**src/rtl/reg_fetch.sv**
```systemverilog
// reg_fetch: operand-fetch stage between decode and execute.
// Holds the general register file, reads two source operands with
// write-through bypass from the writeback port, inserts one bubble on a
// read-after-write hazard against the instruction held for execute,
// honours execute back-pressure and squashes the wrong-path instruction
// on a taken branch.
module reg_fetch #(
  parameter int W_OPR  = 32,
  parameter int W_RD   = 5,
  parameter int ADDR   = 16,
  parameter int W_IMM  = 16,
  parameter int D_INFO = 16,
  parameter int W_CNT  = 16
) (
  input  logic              clk,
  input  logic              reset,
  // decoded instruction from decode
  input  logic              v_i,
  input  logic [ADDR-1:0]   pc_i,
  input  logic [W_IMM-1:0]  imm_i,
  input  logic [W_RD-1:0]   rs0_i,
  input  logic [W_RD-1:0]   rs1_i,
  input  logic [W_RD-1:0]   rd_i,
  input  logic              use0_i,
  input  logic              use1_i,
  input  logic              wrsv_i,
  input  logic [D_INFO-1:0] d_info_i,
  output logic              stall_o,
  // instruction handed to execute
  output logic              v_o,
  output logic [ADDR-1:0]   pc_o,
  output logic [W_IMM-1:0]  imm_o,
  output logic [W_OPR-1:0]  opr0_o,
  output logic [W_OPR-1:0]  opr1_o,
  output logic [D_INFO-1:0] d_info_o,
  output logic [W_RD-1:0]   wb_r_o,
  output logic              wrsv_o,
  // feedback from execute
  input  logic              stall_i,
  input  logic              branch_i,
  input  logic              wb_i,
  input  logic [W_RD-1:0]   wb_r_i,
  input  logic [W_OPR-1:0]  wb_data_i,
  // statistics
  output logic [W_CNT-1:0]  stall_cnt_o
);

  localparam int N_REG = 2 ** W_RD;

  logic [W_OPR-1:0] rf [N_REG];
  logic [W_OPR-1:0] src0;
  logic [W_OPR-1:0] src1;
  logic [W_OPR-1:0] opr0_n;
  logic [W_OPR-1:0] opr1_n;
  logic             hold;
  logic             hazard;
  logic             cnt_sat;

  // Operand read: writeback data bypasses the register file in the same cycle.
  always_comb begin
    // NOTE: every always_comb output gets a default first so no path can infer a latch.
    src0   = rf[rs0_i];
    src1   = rf[rs1_i];
    opr0_n = {{(W_OPR-W_RD){1'b0}}, rs0_i};
    opr1_n = '0;
    if (wb_i && (wb_r_i == rs0_i)) src0 = wb_data_i;
    if (wb_i && (wb_r_i == rs1_i)) src1 = wb_data_i;
    // A non-register source 0 carries the branch condition code in its low bits.
    if (use0_i) opr0_n = src0;
    if (use1_i) opr1_n = src1;
  end

  // Hold when execute cannot accept; bubble when the held instruction will write
  // a register the incoming one reads. A taken branch discards the input instead.
  assign hold    = v_o & stall_i;
  assign hazard  = v_i & v_o & wrsv_o & ~branch_i &
                   ((use0_i & (rs0_i == wb_r_o)) | (use1_i & (rs1_i == wb_r_o)));
  assign stall_o = hold | hazard;
  assign cnt_sat = &stall_cnt_o;

  // Register file write from the execute writeback port.
  always_ff @(posedge clk or posedge reset) begin
    // NOTE: the register file is cleared on reset because every register must read
    // zero afterwards; this keeps it in flops rather than a RAM macro.
    if (reset) begin
      for (int i = 0; i < N_REG; i++) rf[i] <= '0;
    end else if (wb_i) begin
      rf[wb_r_i] <= wb_data_i;
    end
  end

  // Output pipeline register and hazard-bubble counter; everything freezes on hold.
  always_ff @(posedge clk or posedge reset) begin
    // NOTE: sequential state uses non-blocking assignments so every register samples
    // the pre-edge values regardless of statement order.
    if (reset) begin
      v_o         <= 1'b0;
      pc_o        <= '0;
      imm_o       <= '0;
      opr0_o      <= '0;
      opr1_o      <= '0;
      d_info_o    <= '0;
      wb_r_o      <= '0;
      wrsv_o      <= 1'b0;
      stall_cnt_o <= '0;
    end else if (!hold) begin
      if (hazard && !cnt_sat) stall_cnt_o <= stall_cnt_o + W_CNT'(1);
      if (branch_i || hazard) begin
        // Squash or bubble: payload fields are don't-care and simply kept.
        v_o <= 1'b0;
      end else begin
        v_o      <= v_i;
        pc_o     <= pc_i;
        imm_o    <= imm_i;
        opr0_o   <= opr0_n;
        opr1_o   <= opr1_n;
        d_info_o <= d_info_i;
        wb_r_o   <= rd_i;
        wrsv_o   <= wrsv_i;
      end
    end
  end

endmodule

```
**config.mk**
```make
export PLATFORM = sky130hd
export DESIGN_NAME = reg_fetch
export DESIGN_NICKNAME = d
export VERILOG_FILES = /design/src/rtl/reg_fetch.sv
export SDC_FILE = /design/constraint.sdc
export NUM_CORES = 2
export LEC_CHECK = 0
export CORE_MARGIN = 10
export CORE_UTILIZATION = 36
export DETAILED_ROUTE_END_ITERATION = 8
export SLEW_MARGIN = 20
export SYNTH_ARGS = -nofsm -noshare
export SYNTH_HDL_FRONTEND = slang
export SYNTH_SLANG_ARGS = --single-unit
export TNS_END_PERCENT = 1
```
**constraint.sdc**
```tcl
create_clock -name clk -period 50.9 [get_ports clk]
set_input_delay 10.18 -clock clk [delete_from_list [all_inputs] [get_ports clk]]
set_output_delay 10.18 -clock clk [all_outputs]
set_load 0.01 [all_outputs]
```
# Yosys cells after proc, flatten, opt, wreduce, memory -nomap -nowiden
# Index checks and enable logic that the tools add are counted.
word_totals:
  n_memories: 0
  ff_bits: 1159
  mem_bits_rw: 0
  rom_bits: 0
  latchBits: 0
  wordCells: 88
  in_bits: 109
classes:
  eq_ne: 4
  n_reduce_logical: 9
  addsub: 1
  n_div: 0
  mul: 0
  n_lt_le_gt_ge: 4
  bitwise: 15
  mux: 14
  shift: 0
op_table:
  columns: ["op", "count"]
  rows:
  - ["$bwmux 1024", 1]
  - ["$bmux 32 s5", 2]
  - ["$mux 32", 9]
  - ["$demux 32 s5", 1]
  - ["$eq 5x5->1", 4]
  - ["$ge 6x6->1 const B", 3]
  - ["$not 5->6", 3]
  - ["$add 16x1->16 const B", 1]
  - ["$reduce_and 16->1", 1]
  - ["$and 1x1->1", 7]
  - ["$lt 6x1->1 const B", 1]
  - ["$logic_and 1x1->1", 4]
  - ["$reduce_and 2->1", 2]
  - ["$not 1->1", 3]
  - ["$or 1x1->1", 2]
  - ["$logic_not 1->1", 1]
  - ["$logic_or 1x1->1", 1]
  - ["$mux 1", 1]

# Longest topological paths before layout
logic_depth:
  depth_word: 7
  mapped_depth: 10

# Worst setup path after synthesis
# Ideal clock, no wire load.
synth_timing:
  kind: "input to output"
  from: "input port rs1_i[0]"
  to: "output port stall_o"
  arrival_time_ps: 11050
  t_required_ps: 40720
  cell_stages: 6
  slack_ps: 29670
  cell_sequence: "buf_6 -> xnor2_1 -> nand4_1 -> o22ai_2 -> nand2_1 -> nand2_1"
synth_via:
  elab_chain_cells: 5
synth_lines:
  columns: ["element", "line", "text"]
  rows:
  - ["start: declaration", "22", "input logic [W_RD-1:0] rs1_i,"]
  - ["$eq 5x5->1", "77", "((use0_i & (rs0_i == wb_r_o)) | (use1_i & (rs1_i == wb_r_o)));"]
  - ["$and 1x1->1", "77", null]
  - ["$or 1x1->1", "77", null]
  - ["$and 1x1->1", "76", "assign hazard = v_i & v_o & wrsv_o & ~branch_i &"]
  - ["$or 1x1->1", "78", "assign stall_o = hold | hazard;"]
  - ["end: declaration", "28", "output logic stall_o,"]
# No other way between the ends.

# Worst setup path after layout
layout_timing:
  from: "input port rs0_i[4]"
  to: "output port stall_o"
layout_via:
  elab_chain_cells: 5
layout_lines:
  columns: ["element", "line", "text"]
  rows:
  - ["start: declaration", "21", "input logic [W_RD-1:0] rs0_i,"]
  - ["$eq 5x5->1", "77", null]
  - ["$and 1x1->1", "77", null]
  - ["$or 1x1->1", "77", null]
  - ["$and 1x1->1", "76", null]
  - ["$or 1x1->1", "78", null]
# No other way between the ends.

==> impl_results.md <==
- Seq/Total Area, Yosys: 47.7%
- Setup CP Type: in2out
- Top cells by area, synth: dfrtp_1, mux4_2, mux2_2
- Final wirelength: 195 mm
- Least-Margin Pin Slew: 1.14 ns
- RSZ-0062 raised after global routing: no
- Pwr Density: 39.5 mW/mm^2
- Cells after synthesis: 4286
- Distinct cells, synth: 58
- Core area: 0.168 sq mm
- Pre-antenna DRT Iters: 5
- Final worst-path cycle share: 45.0%
- Max Freq: 43.6 MHz
- DP Cell Count: 6400
- Worst R2R Path Depth: 7
- Worst r2r src: wb_r_o[3]
- Die Height: 431 microns
- Share of the synthesized area in the top cell type: 47.7%
- Initial antenna violation count: 12
- Routed via count: 39300
- Clk_lat worst skew: 0.77 ns
- Hold Vio Cnt, Final: 0
- Top FF cell, synth: dfrtp_1
- Final min period: 22.92 ns
- Max_slew headroom: 24.1%
- CP Max Fanout: 22
- Global route overflow: 0
- PostCTS Resize Cnt: 0
- LEAKAGE: 29.3 nW
- Reg2Reg Setup Slack: 47.17 ns
- First-pass GRT wire length: 289 mm
- Post-synth top cells: dfrtp_1, mux2_2, mux4_2
- Routed Antenna Nets: 0
- Overall routing resource usage: 20.7%
- Area grow syn2layout: 13.9%
- Placed Instance Area: 0.0650 sq mm
- Ys Warns: 0
- Vias per inst: 5.93
- Design area: 0.0693 sq mm
- CP arrival: 12.74 ns
- CTS Sinks: 1159
- Pwr Total: 2.73 mW
- Drc violations: 0
- Postcts setup bufs: 0
- # IOs: 245
- Hold_buf cts: 0
- Iteration-0 DRC Markers: 3132
- Clock Path Buffers: 3
- Hold Crit Depth: 2
- Maxcap violations: 0
- Status: completed
- Hold WC Path Type: reg2reg
- CTS tree: yes
- Die ar.: 0.186 sq mm
- R2r endpoint: opr0_o[26]
- Cell accounting for the most synthesized area: dfrtp_1
- CP endpoint kind: primary output
- TritonCTS Buffers: 130
- Async set or reset register ratio after synthesis: 100%
- Seq cells post-synth: 1159
- Worst IR Drop VDD: 31.3 uV
- H-Tree Depth: 4
- Slew Viols, Final: 0
- GPL Wtd Cong: 0.790
- Post-synth net total: 4396
- Clock skew: 0.0279 ns
- Vias in the first global route: 40600
- Hold Crit Endpoint: d_info_o[0]
- Post-DP HPWL: 108 mm
- Netlist Area Pre-Place: 0.0608 sq mm
- Chip width: 431 microns
- Routed length per placed instance: 29.4 microns
- Worst path required time: 40.72 ns
- Worst-path clk slew: 0.06 ns
- Clk Tree Root Cell: clkbuf_16
- Final net count: 4438
- Layout cell share with drive strength beyond 1: 42.1%
- Post-synthesis area per instance: 14.2 sq um
- Initial Utilization: 36.3%
- EDFF count, synth: 0
- Most instantiated library cell after synthesis: dfrtp_1
- Setup_tns: 0 ns
- Port Buffers: 244
- CP Launch Type: input pin
- Final setup vio count: 0
- Post-route core utilization: 41.3%
- Largest net degree at the start of global routing: 163
- Rows: 150
- Fin cells: 6637
- Hold path start: d_info_o[0]
-- routing by layer --
layer | track usage [%] | part of all wire [%] | routed length (microns) | up-vias
li1 | - | - | - | 16300
met1 | 26.6 | 41 | 80100 | 21300
met2 | 34.3 | 48 | 94500 | 1363
met3 | 3.58 | 6.0 | 11700 | 376
met4 | 9.57 | 4.6 | 8990 | 8
met5 | 0 | 0.024 | 47 | -
-- cells by family (layout without fill, tap and decap cells) --
group	after synthesis	count (layout)	share of synthesized area, %
AOI/OAI and AO/OA	496	496	4.97
xor gates and xnor gates	35	35	0.504
adders and majority gates	1	1	0.0206
buffers and inverters	445	585	3.52
DFF	1159	1159	47.7
muxes	1628	1628	39.3
other	0	7	0
and+or+nand+nor	522	522	4.02
-- layout make-up --
type                       instances  area (sq um)
tap                             2204          2760
inverter                          13          56.3
timing repair buffer             342          3180
multi-input combinational       2682         29900
sequential                      1159         29000
clock inverter                    32           437
antenna                            7          17.5
clock buffer                     198          3940
fill                           15300         98300
-- sequential cells by signal, summed over array words and instances, names as in the netlist --
signal	flops
rf	1024
opr0_o	32
opr1_o	32
d_info_o	16
imm_o	16
pc_o	16
stall_cnt_o	16
wb_r_o	5
v_o	1
wrsv_o	1
-- cell usage in the layout, fill, tap and decap left out, types with 7 or more instances in the layout --
cell	instances
xnor2_1	20
nand3_1	20
inv_1	10
nor2_4	16
mux4_2	507
diode_2	7
clkbuf_8	24
nor2_1	10
dfrtp_1	1159
a21oi_1	120
a211oi_1	116
clkdlybuf4s50_1	215
buf_2	21
o211ai_1	27
o22ai_1	58
and2_1	47
nand2_1	299
clkbuf_1	35
mux2_2	985
xor2_1	15
bufinv_16	10
nand2_2	16
buf_4	91
o21ai_0	95
mux2i_1	136
o21ai_1	53
clkbuf_16	139
clkinv_2	15
nor2b_1	72
nand4_1	7
-- metrics by stage --
| step | hold WS, ns | worst slack (ns) |
|---|---|---|
| final | 0.471 | 27.98 |
| after floorplan | 0.461 | 8.08 |
| after detailed placement | 0.461 | 28.03 |
| after global placement | 0.457 | 27.89 |
| after CTS | 0.476 | 28.01 |
| after global routing | 0.493 | 27.89 |
-- worst max-delay path by stage --
stage / start / end / slack (ns) / depth (start not counted)
after floorplan: reset / d_info_o[0] / 8.08 / 1
final: rs0_i[4] / stall_o / 27.98 / 8
after global routing: rs0_i[4] / stall_o / 27.89 / 8
after detailed placement: rs0_i[4] / stall_o / 28.03 / 8
after CTS: rs0_i[4] / stall_o / 28.01 / 8
after global placement: rs0_i[4] / stall_o / 27.89 / 8
-- worst max-delay path, stage by stage --
cell and delay (ns):
clkdlybuf4s50_1 0.46, buf_4 0.33, xnor2_1 0.16, nand4_1 0.13
o22ai_2 0.60, nand2_1 0.17, nand2_1 0.12, clkdlybuf4s50_1 0.55
-- power breakdown --
part	switching, mW	internal [mW]
Sequential	0.125	1.09
Clock	0.390	0.584
Combinational	0.217	0.326
Total	0.732	2.00
Note: power is estimated with default switching activity, not from simulation.
